### src/rtl/ntt_scheduler_if.sv
`default_nettype none
// ============================================================================
// Module      : ntt_scheduler_if
// Description : Control bundle between the NTT job requester and the
//               ntt_scheduler sequencer.
//               Request side : start, mode_in, abort
//               Control side : mode_out, stage, grp, rd_en, wr_en, wr_stage,
//                              wr_grp, newloop, out_valid, busy, in_done,
//                              cal_done, done
//               master = job requester, slave = scheduler.
// Revision    : 1.0 - initial release
// ============================================================================
interface ntt_scheduler_if #(
    parameter int STAGE_W = 3,
    parameter int GRP_W   = 6
);
    logic               start;
    logic               mode_in;
    logic               abort;
    logic [1:0]         mode_out;
    logic [STAGE_W-1:0] stage;
    logic [GRP_W-1:0]   grp;
    logic               rd_en;
    logic               wr_en;
    logic [STAGE_W-1:0] wr_stage;
    logic [GRP_W-1:0]   wr_grp;
    logic               newloop;
    logic               out_valid;
    logic               busy;
    logic               in_done;
    logic               cal_done;
    logic               done;

    modport master (
        output start, mode_in, abort,
        input  mode_out, stage, grp, rd_en, wr_en, wr_stage, wr_grp,
        input  newloop, out_valid, busy, in_done, cal_done, done
    );

    modport slave (
        input  start, mode_in, abort,
        output mode_out, stage, grp, rd_en, wr_en, wr_stage, wr_grp,
        output newloop, out_valid, busy, in_done, cal_done, done
    );
endinterface
`default_nettype wire

### src/rtl/ntt_scheduler.sv
`default_nettype none
// ============================================================================
// Module      : ntt_scheduler
// Description : Job sequencer for the 256-point NTT/INTT datapath. Each job
//               walks LOAD -> CALC (LOGN stages) -> UNLOAD -> DONE, issuing
//               read enables with stage/group indices and replaying them as
//               write enables after the memory / butterfly latency.
// Ports       : clk  - clock
//               rst  - asynchronous active-low reset
//               bus  - ntt_scheduler_if.slave (request in, control out)
// Revision    : 1.0 - initial release
// ============================================================================
module ntt_scheduler #(
    parameter int LOGN     = 8,
    parameter int GRPS     = 64,
    parameter int ROM_LAT  = 1,
    parameter int RAM_LAT  = 1,
    parameter int PIPE_LAT = 4
) (
    input  wire logic          clk,
    input  wire logic          rst,
    ntt_scheduler_if.slave     bus
);

    localparam int c_cnt_w = $clog2(GRPS + PIPE_LAT + ROM_LAT + RAM_LAT + 1);
    localparam int c_grp_w = 6;
    localparam int c_stg_w = 3;

    localparam logic [c_cnt_w-1:0] c_grps      = c_cnt_w'(GRPS);
    localparam logic [c_cnt_w-1:0] c_load_last = c_cnt_w'(GRPS + ROM_LAT - 1);
    localparam logic [c_cnt_w-1:0] c_calc_last = c_cnt_w'(GRPS + PIPE_LAT - 1);
    localparam logic [c_cnt_w-1:0] c_unld_last = c_cnt_w'(GRPS + RAM_LAT - 1);
    localparam logic [c_stg_w-1:0] c_last_stg  = c_stg_w'(LOGN - 1);
    localparam logic [c_grp_w-1:0] c_last_grp  = c_grp_w'(GRPS - 1);

    typedef enum logic [2:0] {
        S_IDLE   = 3'd0,
        S_LOAD   = 3'd1,
        S_CALC   = 3'd2,
        S_UNLOAD = 3'd3,
        S_DONE   = 3'd4
    } state_t;

    state_t               r_state;
    state_t               w_state_nxt;
    logic [c_cnt_w-1:0]   r_cnt;       // cycle within the current phase/stage
    logic [c_stg_w-1:0]   r_stg;       // stages completed so far in CALC
    logic                 r_mode;      // 1 = INTT
    logic                 r_in_done;
    logic                 r_cal_done;

    logic                 w_flush;
    logic                 w_launch;
    logic                 w_phase_end;
    logic                 w_in_phase;
    logic                 w_issue;
    logic [c_stg_w-1:0]   w_stage_rd;

    // Delay lines: load (ROM), compute (RAM + butterfly), unload (RAM)
    logic                 r_lp_en  [ROM_LAT];
    logic [c_grp_w-1:0]   r_lp_grp [ROM_LAT];
    logic                 r_cp_en  [PIPE_LAT];
    logic [c_stg_w-1:0]   r_cp_stg [PIPE_LAT];
    logic [c_grp_w-1:0]   r_cp_grp [PIPE_LAT];
    logic                 r_up_en  [RAM_LAT];

    assign w_flush    = bus.abort && (r_state != S_IDLE);
    assign w_launch   = (r_state == S_IDLE) && bus.start && !bus.abort;
    assign w_in_phase = (r_state == S_LOAD) || (r_state == S_CALC) || (r_state == S_UNLOAD);
    assign w_issue    = w_in_phase && (r_cnt < c_grps);
    // INTT walks the stages from the top down
    assign w_stage_rd = r_mode ? (c_last_stg - r_stg) : r_stg;

    always_ff @(posedge clk or negedge rst) begin
        if (!rst) begin
            r_state <= S_IDLE;
        end else begin
            r_state <= w_state_nxt;
        end
    end

    always_comb begin
        w_state_nxt = r_state;
        w_phase_end = 1'b0;
        case (r_state)
            S_IDLE: begin
                if (w_launch) begin
                    w_state_nxt = S_LOAD;
                end
            end
            S_LOAD: begin
                if (r_cnt == c_load_last) begin
                    w_phase_end = 1'b1;
                    w_state_nxt = S_CALC;
                end
            end
            S_CALC: begin
                if (r_cnt == c_calc_last) begin
                    w_phase_end = 1'b1;
                    if (r_stg == c_last_stg) begin
                        w_state_nxt = S_UNLOAD;
                    end
                end
            end
            S_UNLOAD: begin
                if (r_cnt == c_unld_last) begin
                    w_phase_end = 1'b1;
                    w_state_nxt = S_DONE;
                end
            end
            S_DONE: begin
                w_state_nxt = S_IDLE;
            end
            default: begin
                w_state_nxt = S_IDLE;
            end
        endcase
        if (w_flush) begin
            w_state_nxt = S_IDLE;
        end
    end

    always_ff @(posedge clk or negedge rst) begin
        if (!rst) begin
            r_cnt      <= '0;
            r_stg      <= '0;
            r_mode     <= 1'b0;
            r_in_done  <= 1'b0;
            r_cal_done <= 1'b0;
        end else if (w_flush) begin
            r_cnt      <= '0;
            r_stg      <= '0;
            r_in_done  <= 1'b0;
            r_cal_done <= 1'b0;
        end else if (w_launch) begin
            r_mode     <= bus.mode_in;
            r_cnt      <= '0;
            r_stg      <= '0;
            r_in_done  <= 1'b0;
            r_cal_done <= 1'b0;
        end else if (w_in_phase) begin
            if (w_phase_end) begin
                r_cnt <= '0;
                if (r_state == S_LOAD) begin
                    r_in_done <= 1'b1;
                end
                if (r_state == S_CALC) begin
                    if (r_stg == c_last_stg) begin
                        r_cal_done <= 1'b1;
                        r_stg      <= '0;
                    end else begin
                        r_stg <= r_stg + 1'b1;
                    end
                end
            end else begin
                r_cnt <= r_cnt + 1'b1;
            end
        end
    end

    // Issue replay: writes land exactly the pipeline latency after the read,
    // so a stage's drain cycles cover its final write-backs.
    always_ff @(posedge clk or negedge rst) begin
        if (!rst) begin
            for (int i = 0; i < ROM_LAT; i++) begin
                r_lp_en[i]  <= 1'b0;
                r_lp_grp[i] <= '0;
            end
            for (int i = 0; i < PIPE_LAT; i++) begin
                r_cp_en[i]  <= 1'b0;
                r_cp_stg[i] <= '0;
                r_cp_grp[i] <= '0;
            end
            for (int i = 0; i < RAM_LAT; i++) begin
                r_up_en[i] <= 1'b0;
            end
        end else if (w_flush) begin
            for (int i = 0; i < ROM_LAT; i++) begin
                r_lp_en[i]  <= 1'b0;
                r_lp_grp[i] <= '0;
            end
            for (int i = 0; i < PIPE_LAT; i++) begin
                r_cp_en[i]  <= 1'b0;
                r_cp_stg[i] <= '0;
                r_cp_grp[i] <= '0;
            end
            for (int i = 0; i < RAM_LAT; i++) begin
                r_up_en[i] <= 1'b0;
            end
        end else begin
            r_lp_en[0]  <= w_issue && (r_state == S_LOAD);
            r_lp_grp[0] <= r_cnt[c_grp_w-1:0];
            for (int i = 1; i < ROM_LAT; i++) begin
                r_lp_en[i]  <= r_lp_en[i-1];
                r_lp_grp[i] <= r_lp_grp[i-1];
            end
            r_cp_en[0]  <= w_issue && (r_state == S_CALC);
            r_cp_stg[0] <= w_stage_rd;
            r_cp_grp[0] <= r_cnt[c_grp_w-1:0];
            for (int i = 1; i < PIPE_LAT; i++) begin
                r_cp_en[i]  <= r_cp_en[i-1];
                r_cp_stg[i] <= r_cp_stg[i-1];
                r_cp_grp[i] <= r_cp_grp[i-1];
            end
            r_up_en[0] <= w_issue && (r_state == S_UNLOAD);
            for (int i = 1; i < RAM_LAT; i++) begin
                r_up_en[i] <= r_up_en[i-1];
            end
        end
    end

    always_comb begin
        bus.rd_en    = w_issue;
        bus.busy     = (r_state != S_IDLE);
        bus.done     = (r_state == S_DONE);
        bus.in_done  = r_in_done;
        bus.cal_done = r_cal_done;
        bus.newloop  = (r_state == S_CALC) && (r_cnt == '0);
        bus.mode_out = 2'b00;
        bus.stage    = '0;
        bus.grp      = '0;
        if (r_state == S_CALC) begin
            bus.mode_out = r_mode ? 2'b10 : 2'b01;
            bus.stage    = w_stage_rd;
        end
        // grp holds its last value through drain; it only wraps at a boundary
        if (w_in_phase) begin
            bus.grp = w_issue ? r_cnt[c_grp_w-1:0] : c_last_grp;
        end
        bus.wr_en     = r_lp_en[ROM_LAT-1] || r_cp_en[PIPE_LAT-1];
        bus.wr_grp    = '0;
        bus.wr_stage  = '0;
        if (r_lp_en[ROM_LAT-1]) begin
            bus.wr_grp = r_lp_grp[ROM_LAT-1];
        end else if (r_cp_en[PIPE_LAT-1]) begin
            bus.wr_grp   = r_cp_grp[PIPE_LAT-1];
            bus.wr_stage = r_cp_stg[PIPE_LAT-1];
        end
        bus.out_valid = r_up_en[RAM_LAT-1];
    end

endmodule
`default_nettype wire

### src/flat_wrapper.sv
// flat-port wrapper written by rule: the top's interface ports become plain ports
module ntt_scheduler_flat 
#(
    parameter int LOGN     = 8,
    parameter int GRPS     = 64,
    parameter int ROM_LAT  = 1,
    parameter int RAM_LAT  = 1,
    parameter int PIPE_LAT = 4
)
  (clk, rst, bus_start, bus_mode_in, bus_abort, bus_mode_out, bus_stage, bus_grp, bus_rd_en, bus_wr_en, bus_wr_stage, bus_wr_grp, bus_newloop, bus_out_valid, bus_busy, bus_in_done, bus_cal_done, bus_done);
  ntt_scheduler_if bus_i ();
  input  wire logic clk;
  input  wire logic rst;
  input wire logic [$bits(bus_i.start)-1:0] bus_start;
  input wire logic [$bits(bus_i.mode_in)-1:0] bus_mode_in;
  input wire logic [$bits(bus_i.abort)-1:0] bus_abort;
  output wire logic [$bits(bus_i.mode_out)-1:0] bus_mode_out;
  output wire logic [$bits(bus_i.stage)-1:0] bus_stage;
  output wire logic [$bits(bus_i.grp)-1:0] bus_grp;
  output wire logic [$bits(bus_i.rd_en)-1:0] bus_rd_en;
  output wire logic [$bits(bus_i.wr_en)-1:0] bus_wr_en;
  output wire logic [$bits(bus_i.wr_stage)-1:0] bus_wr_stage;
  output wire logic [$bits(bus_i.wr_grp)-1:0] bus_wr_grp;
  output wire logic [$bits(bus_i.newloop)-1:0] bus_newloop;
  output wire logic [$bits(bus_i.out_valid)-1:0] bus_out_valid;
  output wire logic [$bits(bus_i.busy)-1:0] bus_busy;
  output wire logic [$bits(bus_i.in_done)-1:0] bus_in_done;
  output wire logic [$bits(bus_i.cal_done)-1:0] bus_cal_done;
  output wire logic [$bits(bus_i.done)-1:0] bus_done;
  assign bus_i.start = bus_start;
  assign bus_i.mode_in = bus_mode_in;
  assign bus_i.abort = bus_abort;
  assign bus_mode_out = bus_i.mode_out;
  assign bus_stage = bus_i.stage;
  assign bus_grp = bus_i.grp;
  assign bus_rd_en = bus_i.rd_en;
  assign bus_wr_en = bus_i.wr_en;
  assign bus_wr_stage = bus_i.wr_stage;
  assign bus_wr_grp = bus_i.wr_grp;
  assign bus_newloop = bus_i.newloop;
  assign bus_out_valid = bus_i.out_valid;
  assign bus_busy = bus_i.busy;
  assign bus_in_done = bus_i.in_done;
  assign bus_cal_done = bus_i.cal_done;
  assign bus_done = bus_i.done;
  ntt_scheduler #(.LOGN(LOGN), .GRPS(GRPS), .ROM_LAT(ROM_LAT), .RAM_LAT(RAM_LAT), .PIPE_LAT(PIPE_LAT)) u_core (.clk(clk), .rst(rst), .bus(bus_i));
endmodule
### config.mk
export PLATFORM = sky130hd
export DESIGN_NAME = ntt_scheduler_flat
export DESIGN_NICKNAME = d
export VERILOG_FILES = /design/src/rtl/ntt_scheduler_if.sv /design/src/rtl/ntt_scheduler.sv /design/src/flat_wrapper.sv
export SDC_FILE = /design/constraint.sdc
export NUM_CORES = 1
export LEC_CHECK = 0
export ABC_AREA = 1
export ABC_CLOCK_PERIOD_IN_PS = 4100
export BUFFER_PORTS_ARGS = -buffer_cell sky130_fd_sc_hd__buf_2
export CORE_UTILIZATION = 55
export CTS_CLUSTER_DIAMETER = 60
export DETAILED_ROUTE_END_ITERATION = 12
export PLACE_DENSITY = 0.76
export SLEW_MARGIN = 20
export SYNTH_ARGS = -nofsm -noshare
export SYNTH_HDL_FRONTEND = slang
export SYNTH_SLANG_ARGS = --single-unit
### constraint.sdc
create_clock -name clk -period 4.1 [get_ports clk]
set_input_delay 0.615 -clock clk [delete_from_list [all_inputs] [get_ports clk]]
set_output_delay 0.615 -clock clk [all_outputs]
set_load 0.01 [all_outputs]
==> After elaboration in Yosys (flattened, before gate mapping) <==
Cells that the tools add are included.
{ "totals": {"ff_bits": 64, "in_bits": 5, "output_inout_bits": 28, "wordCells": 111} }
{ "op_classes": {"addsub": 3, "magnitude_cmp": 1, "eq_ne": 12, "mux": 47, "bitwise": 1, "n_reduce_logical": 26} }
{ "ops": {"columns": ["operator", "n"], "rows": [
  ["3-bit two-way mux", 16],
  ["6-bit two-way mux", 5],
  ["7-bit two-way mux", 4],
  ["24-bit two-way mux", 1],
  ["3-bit nonzero test", 6],
  ["1-bit two-way mux", 15],
  ["3-bit by 1-bit inequality test with 1-bit output (second input constant)", 5],
  ["7-bit equality test (second input constant)", 2],
  ["12-bit two-way mux", 1],
  ["3-bit one-hot mux with 4 select lines", 1],
  ["1-bit logical AND", 8],
  ["7-bit by 1-bit adder with 7-bit output (second input constant)", 1],
  ["7-bit zero test", 1],
  ["7-bit less-than comparator (second input constant)", 1],
  ["3-bit by 2-bit equality test with 1-bit output (second input constant)", 2],
  ["3-bit equality test (second input constant)", 2],
  ["3-bit AND reduction", 2],
  ["5-bit AND reduction", 1],
  ["2-bit two-way mux", 2],
  ["4-bit two-way mux", 1],
  ["4-bit AND reduction", 1],
  ["3-bit by 1-bit adder with 3-bit output (second input constant)", 1],
  ["3-bit by 1-bit equality test with 1-bit output (second input constant)", 1],
  ["3-bit zero test", 1],
  ["other kinds (7)", 9]
]} }

==> Longest topological paths before layout <==
Gate-level depths: netlist of the first run.
{ "depth": {"word_depth": 7, "depth_mapped": 9} }

==> Worst setup path before layout of the first run <==
OpenSTA, ideal clock, no wires.
{ "synth_timing": {"kind": "register -> output", "startpoint": "reg u_core.r_cnt[0]", "endpoint": "out bus_newloop", "t_arrival_ns": 1.159, "required_ns": 3.485, "slack_ns": 2.326, "stages_incl_launch_ff": 5, "path_cell_list": "dfrtp_1 > inv_1 > ha_1 > inv_1 > nor4_1"} }
{ "synth_via": {"elab_chain_cells": 2} }
{ "synth_lines": {"columns": ["element", "line_no", "source"], "rows": [
  ["start: declaration", "ntt_scheduler.sv:46", "logic [c_cnt_w-1:0] r_cnt;"],
  ["start signal: assignment", "ntt_scheduler.sv:156", "r_cnt <= r_cnt + 1'b1;"],
  ["7-bit zero test", "ntt_scheduler.sv:218", "bus.newloop = (r_state == S_CALC) && (r_cnt == '0);"],
  ["1-bit logical AND", "ntt_scheduler.sv:218", null],
  ["end: declaration", "flat_wrapper.sv:24", "output wire logic [$bits(bus_i.newloop)-1:0] bus_newloop;"]
]} }
Every way passes these cells.

==> Worst setup path in the final report of the first run <==
Ends and elaborated chain as after synthesis.

==> impl_metrics.toml, run 1 <==
[cells_and_area]
drive_above_1_share = 0.1895
nFillCells = 349
multiInputGateArea_um2 = 908.4
antenna_cells = 0
stdcell_area_um2 = 2983
syn_to_final_growth_pct = 14.62
seqCellArea_um2 = 1451
final_net_count = 348

[worst_setup_path]
max_stage_delay_ns = 0.43
slowest_stage = "dfrtp_1"
rr_worst_depth = 8
path_class = "reg -> out"
worstSetupEndpointType = "output port"
critPathLaunch = "u_core.r_cnt[0]"
start_kind = "flip-flop"
critPathArrivalTime_ns = 1.62
cp_max_fo = 6
path_cells = "inv_1 -> ha_1 -> inv_1 -> nor4_1 -> buf_2"
worst_path_most_repeated_cell = "inv_1"
worstPathRequired_ns = 3.48
reg2reg_from = "u_core.r_cnt[0]"

[floorplanning]
core-area_um2 = 4444
die_area_um2 = 5011
start_util = 0.5856
die_h_um = 70.79
design.portCount = 33
fp-row-count = 24
chipWidth_um = 70.79

[timing]
clock_skew_ns = 0.005937
fin_crit_sh = 0.5461
max_freq_mhz = 446.6
setup_viol = 0
finalCriticalPeriod_ns = 2.239
rsz0062_at_grt = "no"
hold_viol = 0
slew_violations = 0
worst_pin_slew_ns = 0.6357
slew_headroom = 0.5762
finalSetupTns_ns = 0

[route]
routed_wl_um = 4627
vias = 1966
dr.pass1.iters = 6
wl_per_cell_um = 11.71
route.antenna.remaining_nets = 0
drtIter0Drc = 180
drc = 0
vias_per_cell = 4.977

[logic_synthesis]
synth_edf_count = 0
syn_avg_cell_area_um2 = 8.618
synth_seq_area_share = 0.5577
netlist_area_um2 = 2602
synth_seq_cells = 58
syn_nets = 311
syn_inst = 302
synth-main-ff-cell = "dfrtp_1"
async_reset_ff_frac = 1.000
yosysUniqueCellTypes = 29
yosys_warnings = 0

[clock_tree]
clock_sinks = 58
clk_pin_slew_worst_paths_ns = 0.06
clkLatencyLatePin_ns = 0.32
cts_made_buffers = 9
cts_buffer_depth = 2
holdBufCountCts = 0
htree_levels = 3
cts_tree = "yes"
postCtsResizedCells = 0
cts-root-buf = "clkbuf_8"
cts_setup_buffers = 0

[power_and_ir_drop]
vdd_drop_max_v = 0.0003642
leakage_uw = 0.001611
power_density_nw_per_um2 = 642.6

[job]
drv_cap = 0

[global_route]
grt.total_usage = 0.2128
grtUsageMet1 = 0.2845
grt_pass1_wl_um = 8031
grt_pass1_vias = 1788
grt_busiest_layer = "met2"
grtUsageMet2 = 0.3291
met3_usage = 0.06268
antenna_found_initial = 0
overflow = 0
grt_max_degree = 41

[place]
gp_congestion = 0.8965
placed_cell_area_um2 = 2798
port_buffers = 32
hpwl_um = 3239

[min_path]
hp-class = "in -> async"

[outcome]
outcome = "finished clean"
==> synth_stat cells (4+ instances only) <==
| cell type | instances | share of area |
|---|---|---|
| nand3_1 | 26 | 0.050 |
| nor2_1 | 65 | 0.094 |
| o21ai_0 | 10 | 0.019 |
| dfrtp_1 | 58 | 0.56 |
| ha_1 | 4 | 0.019 |
| nand2_1 | 44 | 0.063 |
| inv_1 | 48 | 0.069 |
| a21oi_1 | 7 | 0.013 |
| nand4_1 | 4 | 0.0096 |
| inv_2 | 5 | 0.0072 |
==> through the flow <==
stage               setup WS, ns  power, µW  hold WS [ns]    util  cells
floorplan                  2.326       1271        0.3194       -    302
global placement           2.237       1408        0.4496  0.6295    380
detailed placement         2.212       1428        0.4567  0.6295    380
CTS                        1.844       1933        0.3207  0.6712    395
global route               1.750       2059        0.3516  0.6712    395
finish                     1.861       1917        0.3097  0.6712    395
==> critical path, delay by kind of cell, from the launching register on <==
family | cells | cell delay (ns)
buffers and inverters | 3 | 0.41
flip-flops | 1 | 0.43
adder cells (fa/ha/maj) | 1 | 0.17
AND/OR/NAND/NOR | 1 | 0.30
==> area by class of cell <==
type	instances	share of cell area
Inverter	54	0.06879
Clock inverter	3	0.01342
Tap cell	52	0.02181
Clock buffer	12	0.04866
Sequential cell	58	0.4866
Multi-Input combinational cell	183	0.3045
Timing Repair Buffer	33	0.05621
==> report_power, final <==
group	switching, µW	total, µW	internal (µW)
sequential	80.6	789	709
combinational	422	631	210
clock	204	496	292
total	706	1920	1210
==> cells by family (layout without fill, tap and decap cells) <==
logic type,after synthesis,in the layout,share of synthesized area
buf+inv,61,102,0.09327
compound gates,20,20,0.03846
fa+ha+maj,4,4,0.01923
xor+xnor,4,4,0.01346
flops,58,58,0.5577
simple gates,155,155,0.2779
==> registers in the layout, indices dropped and copies added (netlist names), 3 cells and up <==
| signal | cells |
|---|---|
| u_core.r_cp_stg | 12 |
| u_core.r_cnt | 7 |
| u_core.r_cp_grp | 19 |
| u_core.r_lp_grp | 5 |
| u_core.r_stg | 3 |
| u_core.r_state | 3 |
| u_core.r_cp_en | 4 |
==> path summary, 6_finish.rpt <==
| path | slack, ns | to |
|---|---|---|
| max | 1.86 | bus_newloop |
| min | 0.31 | u_core.r_cnt[5] |
| max reg2reg | 2.55 | u_core.bus.in_done |
| min reg2reg | 0.47 | u_core.r_cp_grp[1] |
| max in group asynchronous | 2.97 | u_core.r_cp_grp[5] |
| min in group clk | 0.47 | u_core.r_cp_grp[1] |
==> cells in the final DEF (no fill, tap or decap), types with 2 or more instances in the layout <==
| cell | n |
|---|---|
| nand4_1 | 4 |
| clkbuf_8 | 10 |
| o21ai_0 | 10 |
| xnor2_1 | 3 |
| clkinv_2 | 2 |
| dfrtp_1 | 58 |
| nor3_1 | 2 |
| nor2_1 | 65 |
| ha_1 | 4 |
| nand2_1 | 44 |
| clkbuf_1 | 2 |
| nand3_1 | 26 |
| nor2_2 | 2 |
| nand2_4 | 2 |
| inv_2 | 5 |
| buf_2 | 32 |
| nand3_4 | 2 |
| a21oi_1 | 7 |
| nand2_2 | 2 |
| o21ai_1 | 3 |
| inv_1 | 48 |
==> layer usage <==
metal  vias up  wire (µm)  part of all wire
met1       886       2165              0.47
li1        997          -                 -
met2        74       2103              0.45
met3         9        284             0.061
met5         -          0                 0
met4         0         74             0.016
Note: power is estimated with default switching activity, not from simulation.
==> inputs of run 2 (changes only) <==
Settings changed: ABC_AREA 1 to 0, ABC_CLOCK_PERIOD_IN_PS 4100 to 2000, CORE_UTILIZATION 55 to 51, PLACE_DENSITY 0.76 to 0.75.
Clock period 4.1 ns to 2 ns, I/O delays scaled along.
==> impl_metrics.toml, run 2 <==
[worst_setup_path]
path_class = "reg -> out"
path_depth = 5
start_kind = "flip-flop"
path_cells = "or3b_4 -> buf_6 -> nor4_2 -> and3_1 -> buf_2"
crit_family = "simple AND/OR/NAND/NOR gates"
worstPathRequired_ns = 1.70
rr_worst_depth = 4
critPathBufInv = 2
slowest_stage = "or3b_4"
max_stage_delay_ns = 0.41
critPathCapture = "bus_newloop"
worstSetupEndpointType = "output port"
rrSetupSlack_ns = 0.12
reg2reg_from = "u_core.r_cnt[4]"
critPathArrivalTime_ns = 1.66
critPathLaunch = "u_core.r_state[2]"
cp_max_fo = 5
reg2reg_to = "u_core.r_stg[0]"

[timing]
fin_crit_sh = 0.9820
slew_headroom = 0.6755
finalSetupTns_ns = 0
finalCriticalPeriod_ns = 1.964
setup_viol = 0
hold_viol = 0
clock_skew_ns = 0.007629
max_freq_mhz = 509.1
holdWs_ns = 0.2134
layout_setup_ws_ns = 0.03590
rsz0062_at_grt = "yes"
slew_violations = 0
worst_pin_slew_ns = 0.4857

[power_and_ir_drop]
power_density_nw_per_um2 = 972.4
switching_share = 0.2412
leakage_uw = 0.001536
power_frac_clock = 0.403
comb_power_share = 0.120
p_switching_uw = 699.6
internal-power_uw = 2201
vdd_drop_max_v = 0.0004017
p_total_uw = 2900
seq_power_share = 0.477

[logic_synthesis]
synth-main-ff-cell = "dfrtp_1"
syn_inst = 224
synth_most_common_cell = "dfrtp_1"
syn_avg_cell_area_um2 = 10.83
synth_commonest_cells = "dfrtp_1, and2_1, nor2_1"
yosys_warnings = 0
yosys-top-cells-area = "dfrtp_1, and2_1, nor2_1"
synth_top_area_share = 0.5982
yosysUniqueCellTypes = 38
netlist_area_um2 = 2426
synth_seq_area_share = 0.5982
syn_nets = 233
async_reset_ff_frac = 1.000
synth_edf_count = 0
synth_seq_cells = 58
yosysTopAreaCell = "dfrtp_1"

[global_route]
grt_pass1_vias = 1601
grt_max_degree = 59
grt.total_usage = 0.1983
grt_pass1_wl_um = 7327
overflow = 0
antenna_found_initial = 0

[route]
route.antenna.remaining_nets = 0
vias_per_cell = 5.341
dr.pass1.iters = 10
wl_per_cell_um = 13.53
drc = 2
drtIter0Drc = 168
vias = 1752
routed_wl_um = 4438

[clock_tree]
clock_sinks = 58
clkLatencyLatePin_ns = 0.32
cts_made_buffers = 9
cts_tree = "yes"
cts-root-buf = "clkbuf_8"
cts_buffer_depth = 2
htree_levels = 3
clk_pin_slew_worst_paths_ns = 0.07

[cells_and_area]
largest-register = "u_core.r_cp_grp"
final_net_count = 280
top_regs = "u_core.r_cp_grp (19), u_core.r_cp_stg (12), u_core.r_cnt (7)"
utilization = 0.6667
drive_above_1_share = 0.2645
nFillCells = 319
largest_reg_flops = 19
antenna_cells = 0
mostFrequentLayoutCells = "dfrtp_1, and2_1, buf_2"
syn_to_final_growth_pct = 22.95
final_common_cell = "dfrtp_1"

[floorplanning]
core-area_um2 = 4474
design.portCount = 33
die_area_um2 = 5037
start_util = 0.5422
die_h_um = 70.97
fp-row-count = 24
chipWidth_um = 70.97

[place]
gp_congestion = 0.8409
pre_cts_ws_ns = 0.07946
hpwl_um = 2936
port_buffers = 32

[outcome]
failed_checks = "DRC"
outcome = "complete, but fails checks"

[job]
drv_cap = 0

[min_path]
hp-class = "in -> reg"
[run 2: cells by family after synthesis]
family / after synthesis / share of synthesized area
AND/OR/NAND/NOR: 106 / 0.2362
flip-flops: 58 / 0.5982
AO/OA/AOI/OAI: 30 / 0.08407
buffers and inverters: 19 / 0.03352
XOR/XNOR: 4 / 0.01444
adder cells (fa/ha/maj): 4 / 0.02063
multiplexers: 3 / 0.01289
[run 2: layer usage]
layer | wire length [µm] | track usage | vias to the layer above
met5 | 0 | 0 | -
met4 | 78 | 0.1000 | 0
met3 | 239 | 0.06695 | 14
met2 | 2081 | 0.3045 | 77
met1 | 2038 | 0.2526 | 819
li1 | - | - | 842
[run 2: power by group through the flow]
stage               sequential [µW]  combinational, µW  clock, µW
finish                         1380                349       1170
global route                   1400                397       1250
CTS                            1380                352       1190
detailed placement             1410                345          0
global placement               1400                335          0
floorplan                      1380                241          0
[run 2: stage by stage]
stage | std cells | cell area (µm²)
floorplan | 224 | 2426
global placement | 308 | 2711
detailed placement | 308 | 2711
CTS | 325 | 2954
global route | 328 | 2983
finish | 328 | 2983
[run 2: final cells by class]
class / instances / area [µm²] / share of cell area
Clock buffer: 11 / 141.4 / 0.04740
Clock inverter: 5 / 77.57 / 0.02601
Inverter: 5 / 18.77 / 0.006292
Multi-Input combinational cell: 147 / 914.6 / 0.3066
Sequential cell: 58 / 1451 / 0.4866
Tap cell: 52 / 65.06 / 0.02181
Timing Repair Buffer: 50 / 314.1 / 0.1053
[run 2: how the worst min path moves through the flow]
stage | to | depth (start not counted) | startpoint
6_report | u_core.r_mode | 2 | bus_mode_in
5_1_grt | u_core.r_mode | 2 | bus_mode_in
4_1_cts | u_core.r_mode | 2 | bus_mode_in
3_5_place_dp | u_core.r_cp_grp[2] | 2 | rst
3_3_place_gp | u_core.r_cp_grp[3] | 2 | rst
2_1_floorplan | u_core.bus.cal_done | 0 | rst
[run 2: what timing repair did]
item | in CTS | in global routing
hold endpoints to repair | 58 | 0
pin swaps | 2 | 1
gates resized for setup | 3 | 2
hold buffers | 1 | 0
endpoints found under the setup margin | 7 | 2
buffers inserted | 0 | 3
==> inputs of run 3 (changes only) <==
Settings changed: CELL_PAD_IN_SITES_DETAIL_PLACEMENT set to 1, CELL_PAD_IN_SITES_GLOBAL_PLACEMENT set to 1, CORE_MARGIN set to 4, CORE_UTILIZATION 51 to 40, PLACE_DENSITY 0.75 to not set, PLACE_DENSITY_LB_ADDON set to 0.1.
==> impl_metrics.toml, run 3 (synthesis results as in run 2) <==
[outcome]
outcome = "finished clean"

[floorplanning]
die_h_um = 85.88
design.portCount = 33
die_area_um2 = 7375
core-area_um2 = 5921
fp-row-count = 28
start_util = 0.4098
chipWidth_um = 85.88

[timing]
slew_headroom = 0.7167
finalCriticalPeriod_ns = 1.975
finalSetupTns_ns = 0
setup_viol = 0
rsz0062_at_grt = "yes"
worst_pin_slew_ns = 0.4217
slew_violations = 0
hold_viol = 0
max_freq_mhz = 506.4
clock_skew_ns = 0.008869
fin_crit_sh = 0.9873

[worst_setup_path]
cp_max_fo = 7
critPathBufInv = 2
rr_worst_depth = 4
worstPathRequired_ns = 1.70
max_stage_delay_ns = 0.40
start_kind = "flip-flop"
crit_family = "simple AND/OR/NAND/NOR gates"
path_depth = 5
critPathArrivalTime_ns = 1.67
path_class = "reg -> out"
slowest_stage = "or3b_4"
worstSetupEndpointType = "output port"
critPathLaunch = "u_core.r_state[0]"
reg2reg_from = "u_core.r_cnt[4]"
path_cells = "or3b_4 -> buf_6 -> nor4_4 -> and3_1 -> buf_2"

[route]
vias = 1732
wl_per_cell_um = 15.31
routed_wl_um = 5313
dr.pass1.iters = 4
drtIter0Drc = 37
route.antenna.remaining_nets = 0
drc = 0
vias_per_cell = 4.991

[min_path]
hp-start = "bus_mode_in"
hp-class = "in -> reg"
hold_depth = 2

[power_and_ir_drop]
vdd_drop_max_v = 0.0003941
power_density_nw_per_um2 = 987.4
p_total_uw = 2976
leakage_uw = 0.001533

[clock_tree]
htree_levels = 3
cts_made_buffers = 9
clk_pin_slew_worst_paths_ns = 0.07
cts_tree = "yes"
cts_setup_buffers = 0
clkLatencyLatePin_ns = 0.33
clock_sinks = 58
cts_buffer_depth = 2
cts-root-buf = "clkbuf_8"

[global_route]
grt_pass1_wl_um = 9549
antenna_found_initial = 0
grt.total_usage = 0.1707
grt_max_degree = 59
grt_pass1_vias = 1854
overflow = 0

[cells_and_area]
final_common_cell = "dfrtp_1"
mostFrequentLayoutCells = "dfrtp_1, and2_1, buf_2"
top_regs = "u_core.r_cp_grp (19), u_core.r_cp_stg (12), u_core.r_cnt (7)"
largest_reg_flops = 19
syn_to_final_growth_pct = 24.24
final_net_count = 278
antenna_cells = 0
drive_above_1_share = 0.2610
largest-register = "u_core.r_cp_grp"

[place]
port_buffers = 32
gp_congestion = 0.8438
hpwl_um = 3577

[job]
drv_cap = 0
-- run 3: changes by cell type in the layout (fill, tap and decap cells not counted) --
cell,previous run,this run
nor2b_1,2,1
clkinvlp_4,1,0
nor4_4,0,1
nor4_2,1,0
clkbuf_8,10,12
clkinv_2,2,0
nor2b_2,0,1
clkbuf_1,1,0
buf_4,15,13
-- run 3: area by class of cell --
cell class                 count  area [µm²]
tap                           75       93.84
timing repair buffer          48       299.0
clock buffer                  12       165.2
clock inverter                 2       60.06
inverter                       5       18.77
sequential                    58        1451
multi-input combinational    147       925.9
fill                         681        2907
-- run 3: where the power goes --
| group | internal [µW] | total [µW] | switching (µW) | leakage [µW] |
|---|---|---|---|---|
| registers | 1320 | 1390 | 71.9 | 0.000782 |
| clock network | 790 | 1230 | 439 | 0.000115 |
| logic | 154 | 357 | 203 | 0.000636 |
| total | 2260 | 2980 | 714 | 0.00153 |
-- run 3: stage by stage --
stage	util	std cells	hold WS, ns	worst slack [ns]	instance area (µm²)
after global routing	0.5091	347	0.1875	-0.04547	3014
final	0.5091	347	0.2034	0.02541	3014
after CTS	0.5066	347	0.1831	-0.01373	2999
after global placement	0.4641	332	0.3282	0.1292	2748
after detailed placement	0.4641	332	0.3286	0.08657	2748
after floorplan	-	224	0.004409	-0.07609	2426
-- run 3: worst paths after layout --
path                                 endpoint  slack [ns]
max in group asynchronous  u_core.r_cp_stg[8]        1.23
min reg2reg                u_core.r_cp_stg[3]        0.45
min                             u_core.r_mode        0.20
max                               bus_newloop        0.03
min in group asynchronous  u_core.r_cp_grp[8]        0.51
max reg2reg                   u_core.r_stg[0]        0.09
-- run 3: worst reg2reg max path: cells and delay by family (launching register included) --
kind | cells | cell delay (ns)
AOI/OAI and AO/OA | 1 | 0.13
and+or+nand+nor | 3 | 1.33
DFF | 1 | 0.39
-- run 3: what timing repair did --
item	4_1_cts	5_1_grt
hold endpoints to repair	58	0
hold buffers	1	0
gates cloned	0	0
resized for setup	4	3
endpoints found under the setup margin	7	11
-- run 3: per-layer routing --
layer  wire, µm  global-route usage
met5          0                   0
met2       2561              0.2642
met3        255             0.06340
met1       2408              0.2200
met4         87             0.06043
